--- config.mk ---
export PLATFORM = sky130hd
export DESIGN_NAME = seg_scan_driver
export DESIGN_NICKNAME = d
export VERILOG_FILES = /design/src/rtl/seg_scan_driver.sv
export SDC_FILE = /design/constraint.sdc
export NUM_CORES = 1
export LEC_CHECK = 0
export CAP_MARGIN = 25
export CORE_MARGIN = 5
export CORE_UTILIZATION = 50
export DETAILED_ROUTE_END_ITERATION = 12
export GPL_TIMING_DRIVEN = 0
export PLACE_DENSITY = 0.84
export SYNTH_ARGS = -nofsm -noshare
export SYNTH_HDL_FRONTEND = slang
export SYNTH_SLANG_ARGS = --single-unit
--- constraint.sdc ---
create_clock -name clk -period 2.9 [get_ports clk]
set_input_delay 0.29 -clock clk [delete_from_list [all_inputs] [get_ports clk]]
set_output_delay 0.29 -clock clk [all_outputs]
set_load 0.01 [all_outputs]
--- src/rtl/seg_scan_driver.sv ---
// Time-multiplexed 7-segment scanner: pending/shadow word buffering, DRIVE/BLANK digit scan.
// Optional feature: define SEG_LEADING_ZERO_BLANK_EN to blank digits above the most significant nonzero digit.
module seg_scan_driver #(
  parameter int DIGITS    = 4,
  parameter int SCAN_DIV  = 50_000,
  parameter int BLANK_CYC = 500
) (
  input  logic                  clk,
  input  logic                  rst,
  input  logic [4*DIGITS-1:0]   din,
  input  logic [DIGITS-1:0]     dp_in,
  input  logic                  din_valid,
  output logic                  din_ready,
  output logic [DIGITS-1:0]     cs_n,
  output logic [7:0]            dx,
  output logic                  dbg_state
);

  localparam int IW      = (DIGITS > 1) ? $clog2(DIGITS) : 1;
  localparam int CNT_MAX = (SCAN_DIV > BLANK_CYC) ? SCAN_DIV : BLANK_CYC;
  localparam int CW      = (CNT_MAX > 1) ? $clog2(CNT_MAX) : 1;
  localparam bit HAS_BLANK = (BLANK_CYC > 0);
  localparam logic [CW-1:0] SCAN_LAST  = CW'(SCAN_DIV - 1);
  localparam logic [CW-1:0] BLANK_LAST = CW'((BLANK_CYC > 0) ? BLANK_CYC - 1 : 0);
  localparam logic [IW-1:0] IDX_LAST   = IW'(DIGITS - 1);

  typedef enum logic {ST_DRIVE = 1'b0, ST_BLANK = 1'b1} state_t;

  state_t                state_q, state_d;
  logic [CW-1:0]         cnt_q, cnt_d;
  logic [IW-1:0]         idx_q, idx_d;
  logic [4*DIGITS-1:0]   pend_q, pend_d, disp_q, disp_d;
  logic [DIGITS-1:0]     pend_dp_q, pend_dp_d, disp_dp_q, disp_dp_d;
  logic                  full_q, full_d;
  logic [DIGITS-1:0]     cs_n_q, cs_n_d;
  logic [7:0]            dx_q, dx_d;

  logic                  advance, frame_wrap, accept;
  logic [3:0]            cur_digit;
  logic                  cur_dp;

  function automatic logic [7:0] seg_encode(input logic [3:0] d, input logic dp);
    logic [7:0] s;
    case (d)
      4'h0: s = 8'hC0;  4'h1: s = 8'hF9;  4'h2: s = 8'hA4;  4'h3: s = 8'hB0;
      4'h4: s = 8'h99;  4'h5: s = 8'h92;  4'h6: s = 8'h82;  4'h7: s = 8'hF8;
      4'h8: s = 8'h80;  4'h9: s = 8'h90;  4'hA: s = 8'h88;  4'hB: s = 8'h83;
      4'hC: s = 8'hC6;  4'hD: s = 8'hA1;  4'hE: s = 8'h86;  default: s = 8'h8E;
    endcase
    s[7] = ~dp;
    return s;
  endfunction

  // Handshake: a word transfers on a clk edge where din_valid && din_ready;
  // din_ready is low whenever the pending slot is full, so nothing is dropped.
  assign din_ready = ~full_q;
  assign accept    = din_valid && ~full_q;
  assign cs_n      = cs_n_q;
  assign dx        = dx_q;
  assign dbg_state = state_q;

  always_comb begin
    state_d    = state_q;
    cnt_d      = cnt_q + 1'b1;
    idx_d      = idx_q;
    advance    = 1'b0;
    frame_wrap = 1'b0;
    case (state_q)
      ST_DRIVE: if (cnt_q == SCAN_LAST) begin
        cnt_d = '0;
        if (HAS_BLANK) state_d = ST_BLANK;
        else           advance = 1'b1;
      end
      ST_BLANK: if (cnt_q == BLANK_LAST) begin
        cnt_d   = '0;
        state_d = ST_DRIVE;
        advance = 1'b1;
      end
      default: state_d = ST_DRIVE;
    endcase
    if (advance) begin
      if (idx_q == IDX_LAST) begin
        idx_d      = '0;
        frame_wrap = 1'b1;
      end else begin
        idx_d = idx_q + 1'b1;
      end
    end
  end

  // The shadow only updates as idx wraps to 0, so a frame never mixes two words.
  always_comb begin
    pend_d    = pend_q;
    pend_dp_d = pend_dp_q;
    disp_d    = disp_q;
    disp_dp_d = disp_dp_q;
    full_d    = full_q;
    if (frame_wrap && full_q) begin
      disp_d    = pend_q;
      disp_dp_d = pend_dp_q;
      full_d    = 1'b0;
    end
    if (accept) begin
      pend_d    = din;
      pend_dp_d = dp_in;
      full_d    = 1'b1;
    end
  end

  always_comb begin
    cur_digit = 4'h0;
    cur_dp    = 1'b0;
    for (int i = 0; i < DIGITS; i++) begin
      if (idx_q == IW'(i)) begin
        cur_digit = disp_q[4*i +: 4];
        cur_dp    = disp_dp_q[i];
      end
    end
  end

`ifdef SEG_LEADING_ZERO_BLANK_EN
  logic [IW-1:0] msd;
  always_comb begin
    msd = '0;
    for (int i = 0; i < DIGITS; i++) begin
      if (disp_q[4*i +: 4] != 4'h0) msd = IW'(i);
    end
  end
`endif

  always_comb begin
    cs_n_d = '1;
    dx_d   = 8'hFF;
    if (state_q == ST_DRIVE) begin
      for (int i = 0; i < DIGITS; i++) cs_n_d[i] = (idx_q != IW'(i));
      dx_d = seg_encode(cur_digit, cur_dp);
`ifdef SEG_LEADING_ZERO_BLANK_EN
      if (idx_q > msd) dx_d = {~cur_dp, 7'h7F};
`endif
    end
  end

  always_ff @(posedge clk or posedge rst) begin
    if (rst) begin
      state_q   <= ST_DRIVE;
      cnt_q     <= '0;
      idx_q     <= '0;
      pend_q    <= '0;
      pend_dp_q <= '0;
      disp_q    <= '0;
      disp_dp_q <= '0;
      full_q    <= 1'b0;
      cs_n_q    <= '1;
      dx_q      <= 8'hFF;
    end else begin
      state_q   <= state_d;
      cnt_q     <= cnt_d;
      idx_q     <= idx_d;
      pend_q    <= pend_d;
      pend_dp_q <= pend_dp_d;
      disp_q    <= disp_d;
      disp_dp_q <= disp_dp_d;
      full_q    <= full_d;
      cs_n_q    <= cs_n_d;
      dx_q      <= dx_d;
    end
  end

endmodule

==> results of run 1 <==
## final cells by class
class	count	area, um^2
Buffer	11	60.1
Clock buffer	10	138
Clock inverter	6	51.3
Fill cell	542	2660
Inverter	9	36.3
Multi-Input combinational cell	172	1460
Sequential cell	72	1820
Tap cell	80	100
Timing Repair Buffer	36	360
## power groups by stage
stage          Clock [W]  Combinational [W]  Sequential (W)
2_1_floorplan          0          0.0000472         0.00107
5_1_grt         0.000826          0.0000940         0.00106
6_report        0.000753          0.0000840         0.00106
3_3_place_gp           0          0.0000815         0.00108
3_5_place_dp           0          0.0000863         0.00108
4_1_cts         0.000772          0.0000867         0.00106
## state kept, by name, indices dropped and copies added, names as in the netlist
name / flops
disp_q: 16
cs_n: 4
disp_dp_q: 4
idx_q: 2
pend_q: 16
pend_dp_q: 4
cnt_q: 16
dbg_state: 1
dx: 8
full_q: 1
## kinds of logic after synthesis
family,count (synthesis),synth area share (%)
mux,48,18.0
fa+ha+maj,12,4.46
xor+xnor,14,3.64
flops,72,54.0
compound gates,26,5.50
buf+inv,20,2.79
simple gates,72,11.7
## layer usage
layer / wire length [um] / vias to the layer above
met4: 110 / 0
li1: - / 1023
met2: 2940 / 63
met5: 0 / -
met1: 2810 / 1051
met3: 318 / 13
## cells in the final DEF, fill, tap and decap left out, types with 7 or more instances in the layout
cell / instances
dfrtp_1: 60
mux2_2: 21
nand2_1: 23
inv_1: 7
clkdlybuf4s50_1: 36
xor2_1: 8
dfstp_2: 12
nor2_1: 15
ha_1: 12
clkbuf_8: 10
nand3_1: 7
mux2_4: 19
## path summary, 6_finish.rpt
| check | startpoint | end | depth (start not counted) |
|---|---|---|---|
| max | idx_q[1]$_DFFE_PP0P_ | dx[3]$_DFF_PP1_ | 10 |
| min | rst | cnt_q[13]$_DFF_PP0_ | 2 |
| max reg2reg | idx_q[1]$_DFFE_PP0P_ | dx[3]$_DFF_PP1_ | 10 |
| min reg2reg | cnt_q[0]$_DFF_PP0_ | cnt_q[0]$_DFF_PP0_ | 1 |
| max in group asynchronous | rst | pend_q[11]$_DFFE_PP0P_ | 2 |
| min in group clk | cnt_q[0]$_DFF_PP0_ | cnt_q[0]$_DFF_PP0_ | 1 |
## critical path, stage by stage, from the launching register on
cell	delay (ns)
dfrtp_1	0.41
inv_1	0.09
ha_1	0.20
clkbuf_1	0.32
nand2_1	0.10
o211ai_1	0.11
o221ai_1	0.30
ha_1	0.41
inv_1	0.04
a2111oi_0	0.41
a211oi_1	0.10
## per-stage QoR
stage                     instance area (um^2)  hold WS [ns]  TNS [ns]  std cells  utilization (%)
after detailed placement                  3830         0.476         0        380             57.3
final                                     4020         0.481         0        396             60.1
after floorplan                           3370         0.421         0        264                -
after CTS                                 4020         0.488         0        396             60.1
after global routing                      4020         0.503         0        396             60.1
after global placement                    3830         0.466    -16.51        380             57.3
==> reports/results.tsv, run 1 <==
stage	metric	value	unit
clock_network	CTS resizes	0	
synthesis	post-synth top area share	44.6	%
clock_network	Clock Pin Slew Worst Setup and Hold Paths	0.08	ns
synthesis	syn avg cell area	12.7	um^2
global_route	met3 Usage GRT	4.43	%
floorplan	Initial Util	50.4	%
routing	final WL	6180	um
synthesis	asr flop ratio synth	100	%
floorplan	Die Y	92.0	um
setup_path	Worst EP arrival	2.83	ns
global_route	number of global-route vias before repair	2195	
setup_path	CP Max Fanout	10	
synthesis	yosys warns	0	
setup_path	Critical Path RT	3.15	ns
global_route	pin count of the biggest net entering global routing	73	
synthesis	Syn Nets	299	
finish	Antenna diodes	0	
finish	share of cells above drive strength 1	25.3	%
placement	number of port buffers	36	
placement	DP Worst Slack	0.417	ns
global_route	GRT overflow	0	
sta	Slew HR	43.3	%
routing	Residual DRC	0	
routing	Routed Antenna Nets	0	
synthesis	synth top area cells	dfrtp_1 45%, dfstp_2 9.4%, mux2_4 8.5%	
routing	TritonRoute pass-1 iters	4	
sta	Final Skew	0.0110	ns
placement	final HPWL from detailed placement	4250	um
sta	final number of hold-violating endpoints	0	
clock_network	Hold-fix buffers, CTS	0	
global_route	GRT Max-Usage Layer	met2	
synthesis	Post-Syn Instances	264	
power_and_ir_drop	switching share of power	24.2	%
finish	Final nets	346	
floorplan	num ports	37	
synthesis	Yosys reg bits	72	
floorplan	Die W	92.0	um
sta	final setup fails	0	
clock_network	total setup buffers inserted after CTS	0	
sta	RSZ-0062 raised after global routing	false	
job	max cap viols	0	
routing	Via Count	2150	
clock_network	CTS Buffer Depth	2	
synthesis	EDFF count, synth	0	
floorplan	Core Area	6680	um^2
global_route	M2 GR Usage	25.4	%
synthesis	sequential-to-total area share from yosys stat	54.0	%
global_route	global router's overall resource usage	15.6	%
sta	final period utilization	88.9	%
synthesis	commonest cells in the netlist	60 x dfrtp_1, 23 x nand2_1, 21 x mux2_2	
status	status	completed	
power_and_ir_drop	NetSw	0.000458	W
clock_network	clk root buf	clkbuf_8	
sta	Worst Tran Pin Value	0.850	ns
clock_network	H-tree levels	3	
setup_path	Crit. End Element	flip-flop	
synthesis	most frequent cell after synthesis	dfrtp_1	
setup_path	CP Launch Type	flip-flop	
sta	fin worst setup slack	0.321	ns
synthesis	Synth Cell Area	3370	um^2
routing	DR WL/cell	15.6	um
power_and_ir_drop	Clk pwr share	39.7	%
hold_path	HP Class	in -> async	
power_and_ir_drop	Internal	0.00144	W
power_and_ir_drop	Logic pwr share	4.4	%
synthesis	Post-synth top flop	dfrtp_1	
global_route	first-pass GRT wire length	10400	um
power_and_ir_drop	power per cell area	472	nW/um^2
setup_path	kind of critical path	reg -> reg	
global_route	initial antenna violation count	0	
routing	mean number of vias per cell	5.43	
clock_network	number of buffers created by CTS	9	
synthesis	Cell variety after synth	49	
power_and_ir_drop	sequential share of power	55.8	%
synthesis	biggest area consumer among synthesized cells	dfrtp_1	
global_route	met1 Use GR	19.7	%
power_and_ir_drop	Max VDD drop	0.000353	V
power_and_ir_drop	Tot Pwr	0.00190	W
finish	P&R area growth vs syn	19.4	%
sta	post-layout min period	2.58	ns
power_and_ir_drop	leakage power	1.83	nW
sta	Max Slew Vio Count	0	
setup_path	R2R Setup Slk	0.32	ns
floorplan	die area	8470	um^2
floorplan	FP Rows	30	
clock_network	clk_lat worst skew	0.35	ns
placement	Final GP Congestion	0.850	
routing	Initial DRC Count	97	
clock_network	clock sinks	72	
sta	FMAX	0.388	GHz
clock_network	TritonCTS clock tree	built	
Note: power is estimated with default switching activity, not from simulation.
==> run 2, diff against run 1 <==
- RECOVER_POWER: not set -> 25
==> reports/results.tsv, run 2 (synthesis results as in run 1) <==
stage	metric	value	unit	change
status	status	completed		
routing	TritonRoute pass-1 iters	4		unchanged
routing	final WL	6190	um	about the same
routing	Residual DRC	0		unchanged
global_route	pin count of the biggest net entering global routing	73		unchanged
clock_network	clock sinks	72		unchanged
finish	Final nets	346		unchanged
power_and_ir_drop	NetSw	0.000458	W	about the same
setup_path	Top delay family on crit path	compound AO/OA/AOI/OAI gates		
sta	RSZ-0062 raised after global routing	false		
sta	Slew HR	5.12	%	-38 points
sta	Max Slew Vio Count	0		unchanged
finish	fin util	60.1	%	about the same
floorplan	Initial Util	50.4	%	unchanged
finish	P&R area growth vs syn	19.3	%	about the same
global_route	global router's overall resource usage	15.6	%	unchanged
floorplan	num ports	37		unchanged
setup_path	kind of critical path	reg -> reg		
power_and_ir_drop	Internal	0.00144	W	about the same
sta	FMAX	0.390	GHz	+0.44%
clock_network	clk_lat worst skew	0.35	ns	about the same
setup_path	Critical Path RT	3.15	ns	about the same
finish	Filler cells	543		+0.18%
setup_path	buffers plus inverters on the worst setup path	3		unchanged
job	max cap viols	0		unchanged
finish	Final Cell Area	4020	um^2	about the same
sta	smallest hold slack	0.488	ns	+0.00645 ns
sta	Final Skew	0.0110	ns	-0.00000590 ns
floorplan	Die Y	92.0	um	unchanged
routing	Initial DRC Count	97		unchanged
global_route	number of global-route vias before repair	2195		unchanged
clock_network	CTS Buffer Depth	2		unchanged
setup_path	CP Launch Type	flip-flop		
setup_path	Worst EP arrival	2.82	ns	about the same
sta	Worst Tran Pin Value	1.42	ns	+0.571 ns
power_and_ir_drop	Clk pwr share	39.7	%	about the same
setup_path	CP Max Fanout	10		unchanged
power_and_ir_drop	Max VDD drop	0.000353	V	about the same
setup_path	Crit. End Element	flip-flop		
routing	mean number of vias per cell	5.43		about the same
sta	final setup fails	0		unchanged
global_route	first-pass GRT wire length	10400	um	unchanged
clock_network	H-tree levels	3		unchanged
placement	number of port buffers	36		unchanged
placement	placed cell areas	3830	um^2	unchanged
power_and_ir_drop	leakage power	1.83	nW	about the same
placement	final HPWL from detailed placement	4250	um	unchanged
clock_network	CTS resizes	0		unchanged
routing	Routed Antenna Nets	0		unchanged
global_route	GRT overflow	0		unchanged
floorplan	FP Rows	30		unchanged
power_and_ir_drop	switching share of power	24.2	%	about the same
clock_network	number of buffers created by CTS	9		unchanged
placement	Final GP Congestion	0.850		unchanged
clock_network	Clock Pin Slew Worst Setup and Hold Paths	0.08	ns	about the same
floorplan	Die W	92.0	um	unchanged
sta	final number of hold-violating endpoints	0		unchanged
clock_network	Hold-fix buffers, CTS	0		unchanged
setup_path	crit path cell chain	inv_1, ha_1, clkbuf_1, nand2_1, o211ai_1, o221ai_1, ha_1, inv_1, a2111oi_0, a211oi_1		
routing	DR WL/cell	15.6	um	about the same
routing	Via Count	2151		+0.047%
setup_path	crit-path max cell delay	0.41	ns	about the same
finish	Top Registers	cnt_q x16, disp_q x16, pend_q x16		
power_and_ir_drop	Logic pwr share	4.4	%	about the same
sta	post-layout min period	2.57	ns	-0.0112 ns
clock_network	clk root buf	clkbuf_8		
floorplan	die area	8470	um^2	unchanged
finish	Antenna diodes	0		unchanged
finish	commonest non-fill, non-tap cell in the layout	dfrtp_1		
floorplan	Core Area	6680	um^2	unchanged
clock_network	total setup buffers inserted after CTS	0		unchanged
setup_path	Slowest-stage cell, CP	dfrtp_1		
sta	final period utilization	88.5	%	-0.39 points
power_and_ir_drop	power per cell area	472	nW/um^2	about the same
global_route	initial antenna violation count	0		unchanged
finish	most frequent cells in the layout	60 x dfrtp_1, 35 x clkdlybuf4s50_1, 23 x nand2_1		
finish	share of cells above drive strength 1	25.3	%	unchanged
power_and_ir_drop	sequential share of power	55.9	%	about the same
hold_path	HP Class	reg -> reg		
clock_network	TritonCTS clock tree	built		
-- run 2: cell count changes in the layout (fill, tap and decap cells not counted) --
cell	delta
inv_4	-1
clkdlybuf4s50_1	-1
dlygate4sd3_1	+1
inv_2	+1
-- run 2: stage by stage --
stage          total power (W)  setup slack, ns  setup TNS [ns]  std cells
2_1_floorplan          0.00112            0.752               0        264
3_3_place_gp           0.00116           -0.278          -16.51        380
3_5_place_dp           0.00117            0.417               0        380
4_1_cts                0.00192            0.332               0        396
5_1_grt                0.00198           0.0589               0        396
6_report               0.00190            0.333               0        396
-- run 2: final cells by class --
type | count | area [um^2] | area share [%]
Buffer | 11 | 60.1 | 1.50
Clock buffer | 10 | 138 | 3.43
Clock inverter | 6 | 51.3 | 1.28
Inverter | 9 | 33.8 | 0.841
Multi-Input combinational cell | 172 | 1460 | 36.2
Sequential cell | 72 | 1820 | 45.2
Tap cell | 80 | 100 | 2.49
Timing Repair Buffer | 36 | 360 | 8.97
-- run 2: layer usage --
metal | part of all wire (%) | track usage (%) | vias up | routed length (um)
met5 | 0 | 0 | - | 0
met4 | 1.8 | 6.06 | 0 | 110
met3 | 5.2 | 4.43 | 13 | 319
met2 | 48 | 25.4 | 66 | 2950
met1 | 45 | 19.7 | 1049 | 2810
li1 | - | - | 1023 | -
-- run 2: final timing paths --
kind / slack [ns] / endpoint / from / depth (start not counted)
max: 0.33 / dx[3]$_DFF_PP1_ / idx_q[1]$_DFFE_PP0P_ / 10
min: 0.49 / cnt_q[0]$_DFF_PP0_ / cnt_q[0]$_DFF_PP0_ / 1
max reg2reg: 0.33 / dx[3]$_DFF_PP1_ / idx_q[1]$_DFFE_PP0P_ / 10
min reg2reg: 0.49 / cnt_q[0]$_DFF_PP0_ / cnt_q[0]$_DFF_PP0_ / 1
max in group asynchronous: 1.24 / pend_q[11]$_DFFE_PP0P_ / rst / 2
min in group asynchronous: 0.82 / cnt_q[13]$_DFF_PP0_ / rst / 2
-- run 2: power groups by stage --
stage	Sequential (W)	Clock, W	Combinational [W]
2_1_floorplan	0.00107	0	0.0000472
3_3_place_gp	0.00108	0	0.0000815
3_5_place_dp	0.00108	0	0.0000863
4_1_cts	0.00106	0.000772	0.0000867
5_1_grt	0.00106	0.000826	0.0000933
6_report	0.00106	0.000754	0.0000833
